### src/rtl/draw_hook_gen.sv
// draw_hook_gen: streams the pixels of a crane rope and an open claw hook.
// A figure runs SETUP (tip position), ROPE (straight line from the anchor to
// the tip) and HOOK (circle around the tip with a gap for the claw opening).
// Every rope point or arc angle takes exactly one issue slot. A point that is
// off screen or in the claw gap uses its slot with pix_valid low. The pixel
// register holds its value until the sink takes it.
module draw_hook_gen #(
  parameter int                 X_W        = 9,
  parameter int                 Y_W        = 8,
  parameter int                 COLOR_W    = 12,
  parameter int                 ANCHOR_X   = 160,
  parameter int                 ANCHOR_Y   = 45,
  parameter int                 ROPE_STEPS = 64,
  parameter int                 RADIUS     = 20,
  parameter int                 GAP_DEG    = 40,
  parameter int                 DEG_STEP   = 5,
  parameter logic [COLOR_W-1:0] HOOK_COLOR = 12'hBBB,
  parameter logic [COLOR_W-1:0] BG_COLOR   = 12'h000
) (
  input  logic               clock,
  input  logic               resetn,
  input  logic               start,
  input  logic               erase,
  input  logic [9:0]         length,
  input  logic [8:0]         degree,
  input  logic               pix_ready,
  output logic [X_W-1:0]     pix_x,
  output logic [Y_W-1:0]     pix_y,
  output logic [COLOR_W-1:0] pix_color,
  output logic               pix_valid,
  output logic               busy,
  output logic               done
);

  typedef enum logic [2:0] {IDLE, SETUP, ROPE, HOOK, DONE} state_t;

  // The counter must hold ROPE_STEPS itself, because the rope has
  // ROPE_STEPS+1 points.
  localparam int K_W = $clog2(ROPE_STEPS + 1);

  // round(100*sin(d)) for d = 0..90. The other quadrants are folded onto this
  // table and the sign is applied separately.
  localparam int SIN_LUT [0:90] = '{
      0,   2,   3,   5,   7,   9,  10,  12,  14,  16,
     17,  19,  21,  22,  24,  26,  28,  29,  31,  33,
     34,  36,  37,  39,  41,  42,  44,  45,  47,  48,
     50,  52,  53,  54,  56,  57,  59,  60,  62,  63,
     64,  66,  67,  68,  69,  71,  72,  73,  74,  75,
     77,  78,  79,  80,  81,  82,  83,  84,  85,  86,
     87,  87,  88,  89,  90,  91,  91,  92,  93,  93,
     94,  95,  95,  96,  96,  97,  97,  97,  98,  98,
     98,  99,  99,  99,  99, 100, 100, 100, 100, 100,
    100
  };

  // Returns 100*sin(ang) for ang in 0..359. The magnitude comes from the
  // quarter-wave table and the sign is added afterwards.
  function automatic logic signed [7:0] sin100(input logic [8:0] ang);
    logic [6:0] fold;
    logic       neg;
    logic [7:0] mag;
    fold = 7'd0;
    neg  = 1'b0;
    if (ang <= 9'd90) begin
      fold = ang[6:0];
    end else if (ang <= 9'd180) begin
      fold = 7'(9'd180 - ang);
    end else if (ang <= 9'd270) begin
      fold = 7'(ang - 9'd180);
      neg  = 1'b1;
    end else begin
      fold = 7'(9'd360 - ang);
      neg  = 1'b1;
    end
    mag = 8'(SIN_LUT[fold]);
    return neg ? -$signed(mag) : $signed(mag);
  endfunction

  // Returns (ang + 90) mod 360. This lets the sine table also give the cosine.
  function automatic logic [8:0] plus90(input logic [8:0] ang);
    return (ang >= 9'd270) ? 9'(ang - 9'd270) : 9'(ang + 9'd90);
  endfunction

  state_t               state_q, state_d;
  logic [9:0]           length_q, length_d;
  logic [8:0]           degree_q, degree_d;
  logic                 erase_q, erase_d;
  logic signed [12:0]   tip_x_q, tip_x_d;
  logic signed [12:0]   tip_y_q, tip_y_d;
  logic [K_W-1:0]       k_q, k_d;
  logic [8:0]           a_q, a_d;
  logic [X_W-1:0]       pix_x_q, pix_x_d;
  logic [Y_W-1:0]       pix_y_q, pix_y_d;
  logic [COLOR_W-1:0]   pix_color_q, pix_color_d;
  logic                 pix_valid_q, pix_valid_d;

  logic [9:0]           t_sum;
  logic [8:0]           t_ang;
  logic [8:0]           trig_ang;
  logic signed [7:0]    sin_v;
  logic signed [7:0]    cos_v;
  int                   tip_x_calc, tip_y_calc;
  int                   pt_x, pt_y;
  int                   gap_diff;
  logic                 in_gap;
  logic                 on_screen;
  logic                 pt_visible;
  logic                 advance;
  logic                 last_rope;
  logic                 last_angle;

  // A new point may be issued when the pixel register is empty or is being
  // taken by the sink on this edge.
  assign advance    = !pix_valid_q || pix_ready;
  assign last_rope  = (k_q == K_W'(ROPE_STEPS));
  assign last_angle = (a_q == 9'(360 - DEG_STEP));

  // The trig unit is shared. SETUP uses it for the tip angle and HOOK uses it
  // for the current arc angle.
  always_comb begin
    t_sum    = {1'b0, degree_q} + 10'(GAP_DEG / 2);
    t_ang    = (t_sum >= 10'd360) ? 9'(t_sum - 10'd360) : t_sum[8:0];
    trig_ang = (state_q == SETUP) ? t_ang : a_q;
    sin_v    = sin100(trig_ang);
    cos_v    = sin100(plus90(trig_ang));
  end

  // Geometry for the current slot: the tip, the rope or arc point, and
  // whether that point is drawn or skipped. Signed division truncates
  // toward zero.
  always_comb begin
    tip_x_calc = ANCHOR_X + (int'(length_q) * int'(cos_v)) / 100;
    tip_y_calc = ANCHOR_Y + (int'(length_q) * int'(sin_v)) / 100;
    if (state_q == ROPE) begin
      pt_x = ANCHOR_X + ((int'(tip_x_q) - ANCHOR_X) * int'(k_q)) / ROPE_STEPS;
      pt_y = ANCHOR_Y + ((int'(tip_y_q) - ANCHOR_Y) * int'(k_q)) / ROPE_STEPS;
    end else begin
      pt_x = int'(tip_x_q) + (RADIUS * int'(cos_v)) / 100;
      pt_y = int'(tip_y_q) + (RADIUS * int'(sin_v)) / 100;
    end
    // The distance from the claw start, measured forward and wrapped, puts
    // the gap [degree, degree+GAP_DEG] into one range that is easy to test.
    gap_diff = int'(a_q) - int'(degree_q);
    if (gap_diff < 0) begin
      gap_diff = gap_diff + 360;
    end
    in_gap     = (state_q == HOOK) && (gap_diff <= GAP_DEG);
    on_screen  = (pt_x >= 0) && (pt_x < (1 << X_W)) &&
                 (pt_y >= 0) && (pt_y < (1 << Y_W));
    pt_visible = on_screen && !in_gap;
  end

  // FSM state register
  always_ff @(posedge clock) begin
    if (!resetn) begin
      state_q <= IDLE;
    end else begin
      state_q <= state_d;
    end
  end

  // FSM next state. ROPE and HOOK move on only in a slot where the last
  // point is actually issued.
  always_comb begin
    state_d = state_q;
    case (state_q)
      IDLE:    if (start) state_d = SETUP;
      SETUP:   state_d = ROPE;
      ROPE:    if (advance && last_rope) state_d = HOOK;
      HOOK:    if (advance && last_angle) state_d = DONE;
      DONE:    state_d = IDLE;
      default: state_d = IDLE;
    endcase
  end

  // FSM outputs
  always_comb begin
    busy = (state_q != IDLE);
    done = (state_q == DONE);
  end

  // Datapath next state: latch the command, set up the tip, step the
  // iterators and fill the pixel register.
  always_comb begin
    length_d    = length_q;
    degree_d    = degree_q;
    erase_d     = erase_q;
    tip_x_d     = tip_x_q;
    tip_y_d     = tip_y_q;
    k_d         = k_q;
    a_d         = a_q;
    pix_x_d     = pix_x_q;
    pix_y_d     = pix_y_q;
    pix_color_d = pix_color_q;
    pix_valid_d = pix_valid_q;

    if (state_q == IDLE && start) begin
      length_d = length;
      erase_d  = erase;
      degree_d = (degree >= 9'd360) ? 9'(degree - 9'd360) : degree;
    end

    if (state_q == SETUP) begin
      tip_x_d = 13'(tip_x_calc);
      tip_y_d = 13'(tip_y_calc);
      k_d     = '0;
      a_d     = '0;
    end

    // The pending pixel is gone once the sink has taken it.
    if (pix_valid_q && pix_ready) begin
      pix_valid_d = 1'b0;
    end

    if ((state_q == ROPE || state_q == HOOK) && advance) begin
      pix_valid_d = pt_visible;
      if (pt_visible) begin
        pix_x_d     = pt_x[X_W-1:0];
        pix_y_d     = pt_y[Y_W-1:0];
        pix_color_d = erase_q ? BG_COLOR : HOOK_COLOR;
      end
      if (state_q == ROPE && !last_rope) begin
        k_d = k_q + K_W'(1);
      end
      if (state_q == HOOK && !last_angle) begin
        a_d = a_q + 9'(DEG_STEP);
      end
    end
  end

  // Datapath registers. Reset clears everything, even in the middle of a figure.
  always_ff @(posedge clock) begin
    if (!resetn) begin
      length_q    <= '0;
      degree_q    <= '0;
      erase_q     <= 1'b0;
      tip_x_q     <= '0;
      tip_y_q     <= '0;
      k_q         <= '0;
      a_q         <= '0;
      pix_x_q     <= '0;
      pix_y_q     <= '0;
      pix_color_q <= '0;
      pix_valid_q <= 1'b0;
    end else begin
      length_q    <= length_d;
      degree_q    <= degree_d;
      erase_q     <= erase_d;
      tip_x_q     <= tip_x_d;
      tip_y_q     <= tip_y_d;
      k_q         <= k_d;
      a_q         <= a_d;
      pix_x_q     <= pix_x_d;
      pix_y_q     <= pix_y_d;
      pix_color_q <= pix_color_d;
      pix_valid_q <= pix_valid_d;
    end
  end

  assign pix_x     = pix_x_q;
  assign pix_y     = pix_y_q;
  assign pix_color = pix_color_q;
  assign pix_valid = pix_valid_q;

endmodule

### config.mk
export PLATFORM = sky130hd
export DESIGN_NAME = draw_hook_gen
export DESIGN_NICKNAME = d
export VERILOG_FILES = /design/src/rtl/draw_hook_gen.sv
export SDC_FILE = /design/constraint.sdc
export NUM_CORES = 2
export LEC_CHECK = 0
export ABC_AREA = 0
export CAP_MARGIN = 20
export CORE_ASPECT_RATIO = 0.75
export CORE_MARGIN = 2
export CORE_UTILIZATION = 25
export DETAILED_ROUTE_END_ITERATION = 8
export HOLD_SLACK_MARGIN = 0.12
export MAX_ROUTING_LAYER = met4
export PLACE_DENSITY = 0.41
export RECOVER_POWER = 50
export SKIP_CTS_REPAIR_TIMING = 1
export SYNTH_ARGS = -nofsm -noshare
export SYNTH_HDL_FRONTEND = slang
export SYNTH_SLANG_ARGS = --single-unit
### constraint.sdc
create_clock -name clock -period 54.8 [get_ports clock]
set_clock_uncertainty 0.05 [all_clocks]
set_input_delay 8.22 -clock clock [delete_from_list [all_inputs] [get_ports clock]]
set_output_delay 8.22 -clock clock [all_outputs]
set_load 0.1 [all_outputs]
# == Word level (Yosys, flattened, before mapping) ==
# Memories as Yosys holds them, arrays and structs flattened.
# Index checks and enable logic that the tools add are counted.
# W data, S select, Z words.
# op_classes
add_sub_neg,27
multipliers,6
div_mod_pow,4
magnitude_cmp,17
n_eq_ne,9
n_mux,36
bitwise,4
n_reduce_logical,25
# op_table
op,count
$div A32 B8 Y32 const B,4
$mux W32,3
$add A13 B32 Y32,2
$add A32 B1 Y32,2
$ge A32 B1 Y1 const B,2
$mux W7,9
$mux W9,7
$mux W8,6
$mul A14 B8 Y22,2
$mul A11 B8 Y19,2
$add A7 B32 Y32 const A,1
$add A9 B32 Y32 const A,1
$le A32 B7 Y1 const B,1
$lt A32 B10 Y1 const B,1
$lt A32 B11 Y1 const B,1
$sub A9 B9 Y9 const B,3
$mul A4 B8 Y12 const A,2
$ge A9 B9 Y1 const B,2
$le A9 B7 Y1 const B,2
$le A9 B8 Y1 const B,2
$le A9 B9 Y1 const B,2
$ge A8 B8 Y1 const B,2
$neg A8 Y8,2
$not A7 Y8,2
other kinds (35),65
# word_totals
ff_bits,95
rom_bits,8192
in_bits,24
word_cells,142
memories,2
# memory_table
name,words,width,rd,rd_ports_with_merged_regs,write_ports,line,rtl
(name not given),128,32,1,0,0,75,mag = 8'(SIN_LUT[fold]);
(name not given),128,32,1,0,0,75,

# == Logic depth before layout (Yosys ltp) ==
# logic_depth
word_depth,26
depth_mapped,114
mapped_depth_nobuf,109

# == Worst setup path before layout ==
# No wires, ideal clock.
# synth_path
path_type,register to register
startpoint,reg state_q[2]
endpoint,"reg pix_color_q[9], in the netlist pix_color[9]"
setup_time_ns,0.128
t_arrival_ns,20.316
required_time_ns,54.622
setup_slack_ns,34.306
path_stages_with_launch,109
path_buffers,6
cell_sequence,dfxtp_1 or3b_1 buf_2 buf_2 clkbuf_1 nand2_1 a21boi_0 inv_1 ha_1 and2_1 a2111oi_0 o32a_1 o31ai_2 o21ai_1 o211a_1 mux2_2 ha_1 inv_1 (+73 left out) o21a_1 o21ai_0 nand2b_1 a21oi_1 o21bai_1 a21oi_1 nor2b_1 o21a_1 o21a_1 o21a_1 nor2_1 xnor2_1 xnor2_1 a41o_1 nand2_1 buf_4 mux2i_1 nor2_1
# synth_via
elab_chain_len,24
word_cells_on_any_way,63
cone_classes,12 x add/sub; 2 x mul; 2 x div; 11 x order compare; 3 x eq/ne; 20 x mux; 2 x bitwise; 9 x reduce/logical; 2 x memory
# synth_rtl
element,line,rtl
from (decl),84,"state_t state_q, state_d;"
from (signal assigned),158,state_q <= state_d;
$eq A3 B1 Y1,123,trig_ang = (state_q == SETUP) ? t_ang : a_q;
$mux W9,123,
"$add A9 B7 Y9, or another cell as far along",81,return (ang >= 9'd270) ? 9'(ang - 9'd270) : 9'(ang + 9'd90);
$mux W9,81,
"$le A9 B9 Y1, or another cell as far along",68,end else if (ang <= 9'd270) begin
$mux W7,68,
$mux W7,66,end else if (ang <= 9'd180) begin
$mux W7,64,if (ang <= 9'd90) begin
(+7 left out),--,
$div A32 B8 Y32,138,pt_x = int'(tip_x_q) + (RADIUS * int'(cos_v)) / 100;
$add A13 B32 Y32,138,
$mux W32,134,if (state_q == ROPE) begin
$ge A32 B1 Y1 / $lt A32 B11 Y1 (equally long branches),148,on_screen = (pt_x >= 0) && (pt_x < (1 << X_W)) &&
$logic_and A1 B1 Y1 (2 in series),148,
$logic_and A1 B1 Y1,149,(pt_y >= 0) && (pt_y < (1 << Y_W));
$logic_and A1 B1 Y1,150,pt_visible = on_screen && !in_gap;
$reduce_and A2 Y1 (no line) *,--,
to (signal assigned),255,pix_color_q <= pix_color_d;
to (decl),94,"logic [COLOR_W-1:0] pix_color_q, pix_color_d;"
# Every way passes the cells marked *; elsewhere a longest branch is shown, timed or not. The select of a mux whose other input is x is not followed.
# A chain may end at the register's enable or synchronous reset.

# == Worst setup path after layout ==
# layout_path
startpoint,reg degree_q[2]
endpoint,"reg pix_x_q[4], in the netlist pix_x[4]"
# layout_via
elab_chain_len,26
word_cells_on_any_way,67
cone_classes,16 x add/sub; 2 x mul; 2 x div; 14 x order compare; 22 x mux; 2 x bitwise; 7 x reduce/logical; 2 x memory
# layout_rtl
element,line,rtl
from (decl),86,"logic [8:0] degree_q, degree_d;"
from (signal assigned),247,degree_q <= degree_d;
$add A9 B5 Y10,121,"t_sum = {1'b0, degree_q} + 10'(GAP_DEG / 2);"
$sub A9 B9 Y9 / $ge A10 B9 Y1 (equally long branches),122,t_ang = (t_sum >= 10'd360) ? 9'(t_sum - 10'd360) : t_sum[8:0];
$mux W9,122,
$mux W9,123,
"$add A9 B7 Y9, or another cell as far along",81,
$mux W9,81,
"$le A9 B9 Y1, or another cell as far along",68,
$mux W7,68,
(+9 left out),--,
$div A32 B8 Y32,138,
$add A13 B32 Y32,138,
$mux W32,134,
$ge A32 B1 Y1 / $lt A32 B11 Y1 (equally long branches),148,
$logic_and A1 B1 Y1 (2 in series),148,
$logic_and A1 B1 Y1,149,
$logic_and A1 B1 Y1,150,
$reduce_and A2 Y1 (no line),--,
to (signal assigned),253,pix_x_q <= pix_x_d;
to (decl),92,"logic [X_W-1:0] pix_x_q, pix_x_d;"
# Several ways; a longest one is shown, not always the timed one. The select of a mux whose other input is x is not followed.

==> results.ini <==
[floorplan]
die_h_um=333
initial_core_util=0.252
rows=120
dieArea_mm2=0.147
core_region_area_mm2=0.143
pin_count=56
die_x_um=443

[timing]
relSlewSlack=0.280
finalCritPeriodShare=0.492
rsz0062_at_grt=false
fmax_ghz=0.0371
hold_viol_final=0
finalSetupTns_ns=0
worst_slew_pin_slew_ns=1.08
setup_violations=0
report.final.slew_viol_count=0
min_period_ns=26.99

[route]
wl_um=125000
vias=34700
antenna_left=0
drt_first_pass_iters=6
first_iter_violations=2825
wl_per_cell_um=18.7
drc=0
vias_per_cell=5.20

[worst_setup_path]
crit_top_cell=a21oi_1
cpPeakStageDelay_ns=0.81
cp-end-kind=flop
crit_path_start_kind=flop
critPathKind=flop to flop
critPathRequiredTime_ns=54.99
crit_fanout=22
crit_path_top_delay_cell=xnor2_1
arrival_ns=27.18

[yosys]
yosysWarnings=0
syn-instance-count=4848
synth_top_area_share=0.141
synth_ff_type=dfxtp_1
synth_edf_count=0
synthTopCellsByArea=fa_1 (14%), ha_1 (12%), xnor2_1 (5.2%), inv_1 (4.9%), dfxtp_1 (4.7%)
avgSynthCellArea_um2=7.45
post_synth_num_cell_types=146
yosysTopAreaCell=fa_1
async_flop_share=0
synth_area_mm2=0.0361
synth-seq-cells=84
yosysSeqAreaShare=0.0466

[global_routing]
grt_pass1_vias=32800
overflow=0
track_usage=0.172
grt_max_degree=65
antenna_found_initial=5
grt_pass1_wl_um=199000

[clocking]
clock-root-buffer=clkbuf_16
clockBufferDepth=2
cts_max_level=3
numCtsBuffers=9
clock-sinks=84
clk_pin_slew_ns=0.10
insertion_delay_ns=0.42
cts_tree=yes

[worst_hold_path]
hp-class=flop to flop

[final_layout]
drive_above_1_share=0.0596
regArea_mm2=0.00168
fill_cells=15600
area_growth_pct=8.19
fin_cells=6676
multi_input_area_mm2=0.0318
diodes=0
final_nets=5408

[place]
place_hpwl_um=101000
io_buffers=52
dp.cells=6659
routabilityCongestion=0.884

[run]
max_cap_violations=0

[run_status]
status=complete, no violations

[cells in the mapped netlist, types with 14 or more instances]
cell type and number:
nor4_1 46, and2_1 207, ha_1 349, nand2b_1 62
a2111oi_0 14, inv_1 471, or2_2 22, nor3_1 123
buf_2 25, a41oi_1 18, nand4_1 38, a211o_1 20
xnor2_1 214, nand3_1 108, buf_4 19, a21boi_0 14
a311oi_1 21, o2111ai_1 29, o21ai_1 19, a211oi_1 57
a21oi_1 327, nand2_1 448, xor2_1 117, clkbuf_1 154
a21o_1 85, o31a_1 19, a31oi_1 74, o21bai_1 52
o31ai_1 35, nor2_1 320, and3_1 45, o22ai_1 35
mux2i_1 52, o21ai_0 200, dfxtp_1 84, or3_1 36
mux2_2 18, o211ai_1 48, fa_1 255, o21a_1 61
nor2b_1 106, o211a_1 14
[kinds of logic after synthesis]
group | after synthesis | synth area share
xor+xnor | 337 | 0.0832
mux | 75 | 0.0224
simple gates | 1668 | 0.236
buf+inv | 689 | 0.0751
other cells | 1 | 0.000104
compound gates | 1383 | 0.272
flops | 84 | 0.0466
fa+ha+maj | 611 | 0.264
[worst paths after layout]
| check | from | endpoint | slack (ns) | depth (start not counted) |
|---|---|---|---|---|
| setup / recovery | degree_q[2] | pix_x[4] | 27.81 | 99 |
| setup reg to reg | degree_q[2] | pix_x[4] | 27.81 | 99 |
| hold reg to reg | erase_q | erase_q | 0.42 | 2 |
| hold / removal | erase_q | erase_q | 0.42 | 2 |
[state kept, by name (all words and copies together) (netlist names), 3 cells and up]
name / flops
pix_x: 9
tip_x_q: 13
k_q: 7
pix_y: 8
state_q: 3
degree_q: 9
tip_y_q: 13
length_q: 10
a_q: 9
[metal layers]
layer	track usage	up-vias	routed length [um]
li1	-	17100	-
met4	0.0254	0	1400
met2	0.230	787	47600
met1	0.278	16800	71000
met3	0.0108	54	5090
met5	-	-	0
[cell type report]
type	instances	share of cell area
Clock buffer	10	0.00612
Clock inverter	6	0.00183
Inverter	476	0.0458
Multi-Input combinational cell	4077	0.814
Sequential cell	84	0.0431
Tap cell	1891	0.0606
Timing Repair Buffer	132	0.0287
[critical path: cells and delay by family (launching register included)]
kind	cells	cell delay, ns
AOI/OAI and AO/OA	48	13.00
and+or+nand+nor	25	5.49
adders and majority gates	8	2.43
buffers and inverters	10	2.30
xor gates and xnor gates	5	1.97
muxes	3	1.05
DFF	1	0.47
[placed cells by master, fill, tap and decap left out, types with 18 or more instances in the layout]
cell / instances
a211o_1: 20
a211oi_1: 56
a21o_1: 85
a21oi_1: 327
a311oi_1: 21
a31oi_1: 73
a41oi_1: 18
and2_1: 205
and3_1: 45
buf_4: 80
clkdlybuf4s50_1: 32
dfxtp_1: 84
dlygate4sd3_1: 20
fa_1: 255
ha_1: 349
inv_1: 470
mux2_2: 18
mux2i_1: 52
nand2_1: 448
nand2b_1: 62
nand3_1: 108
nand4_1: 38
nor2_1: 318
nor2b_1: 106
nor3_1: 122
nor4_1: 45
o2111ai_1: 29
o211ai_1: 48
o21a_1: 61
o21ai_0: 200
o21ai_1: 19
o21bai_1: 52
o22ai_1: 35
o31a_1: 19
o31ai_1: 34
or2_2: 22
or3_1: 36
xnor2_1: 212
xor2_1: 115
[through the flow]
stage,worst slack [ns],util,hold slack (ns),cell area [um^2]
floorplan,34.31,-,0.386,36100
global placement,28.16,0.271,0.399,38700
detailed placement,28.13,0.271,0.404,38700
CTS,28.03,0.273,0.419,39000
global route,25.56,0.273,0.455,39100
finish,27.81,0.273,0.418,39100
Power is not shown: default switching activity piles up to over one toggle a cycle in this logic, so the estimate is an artifact.
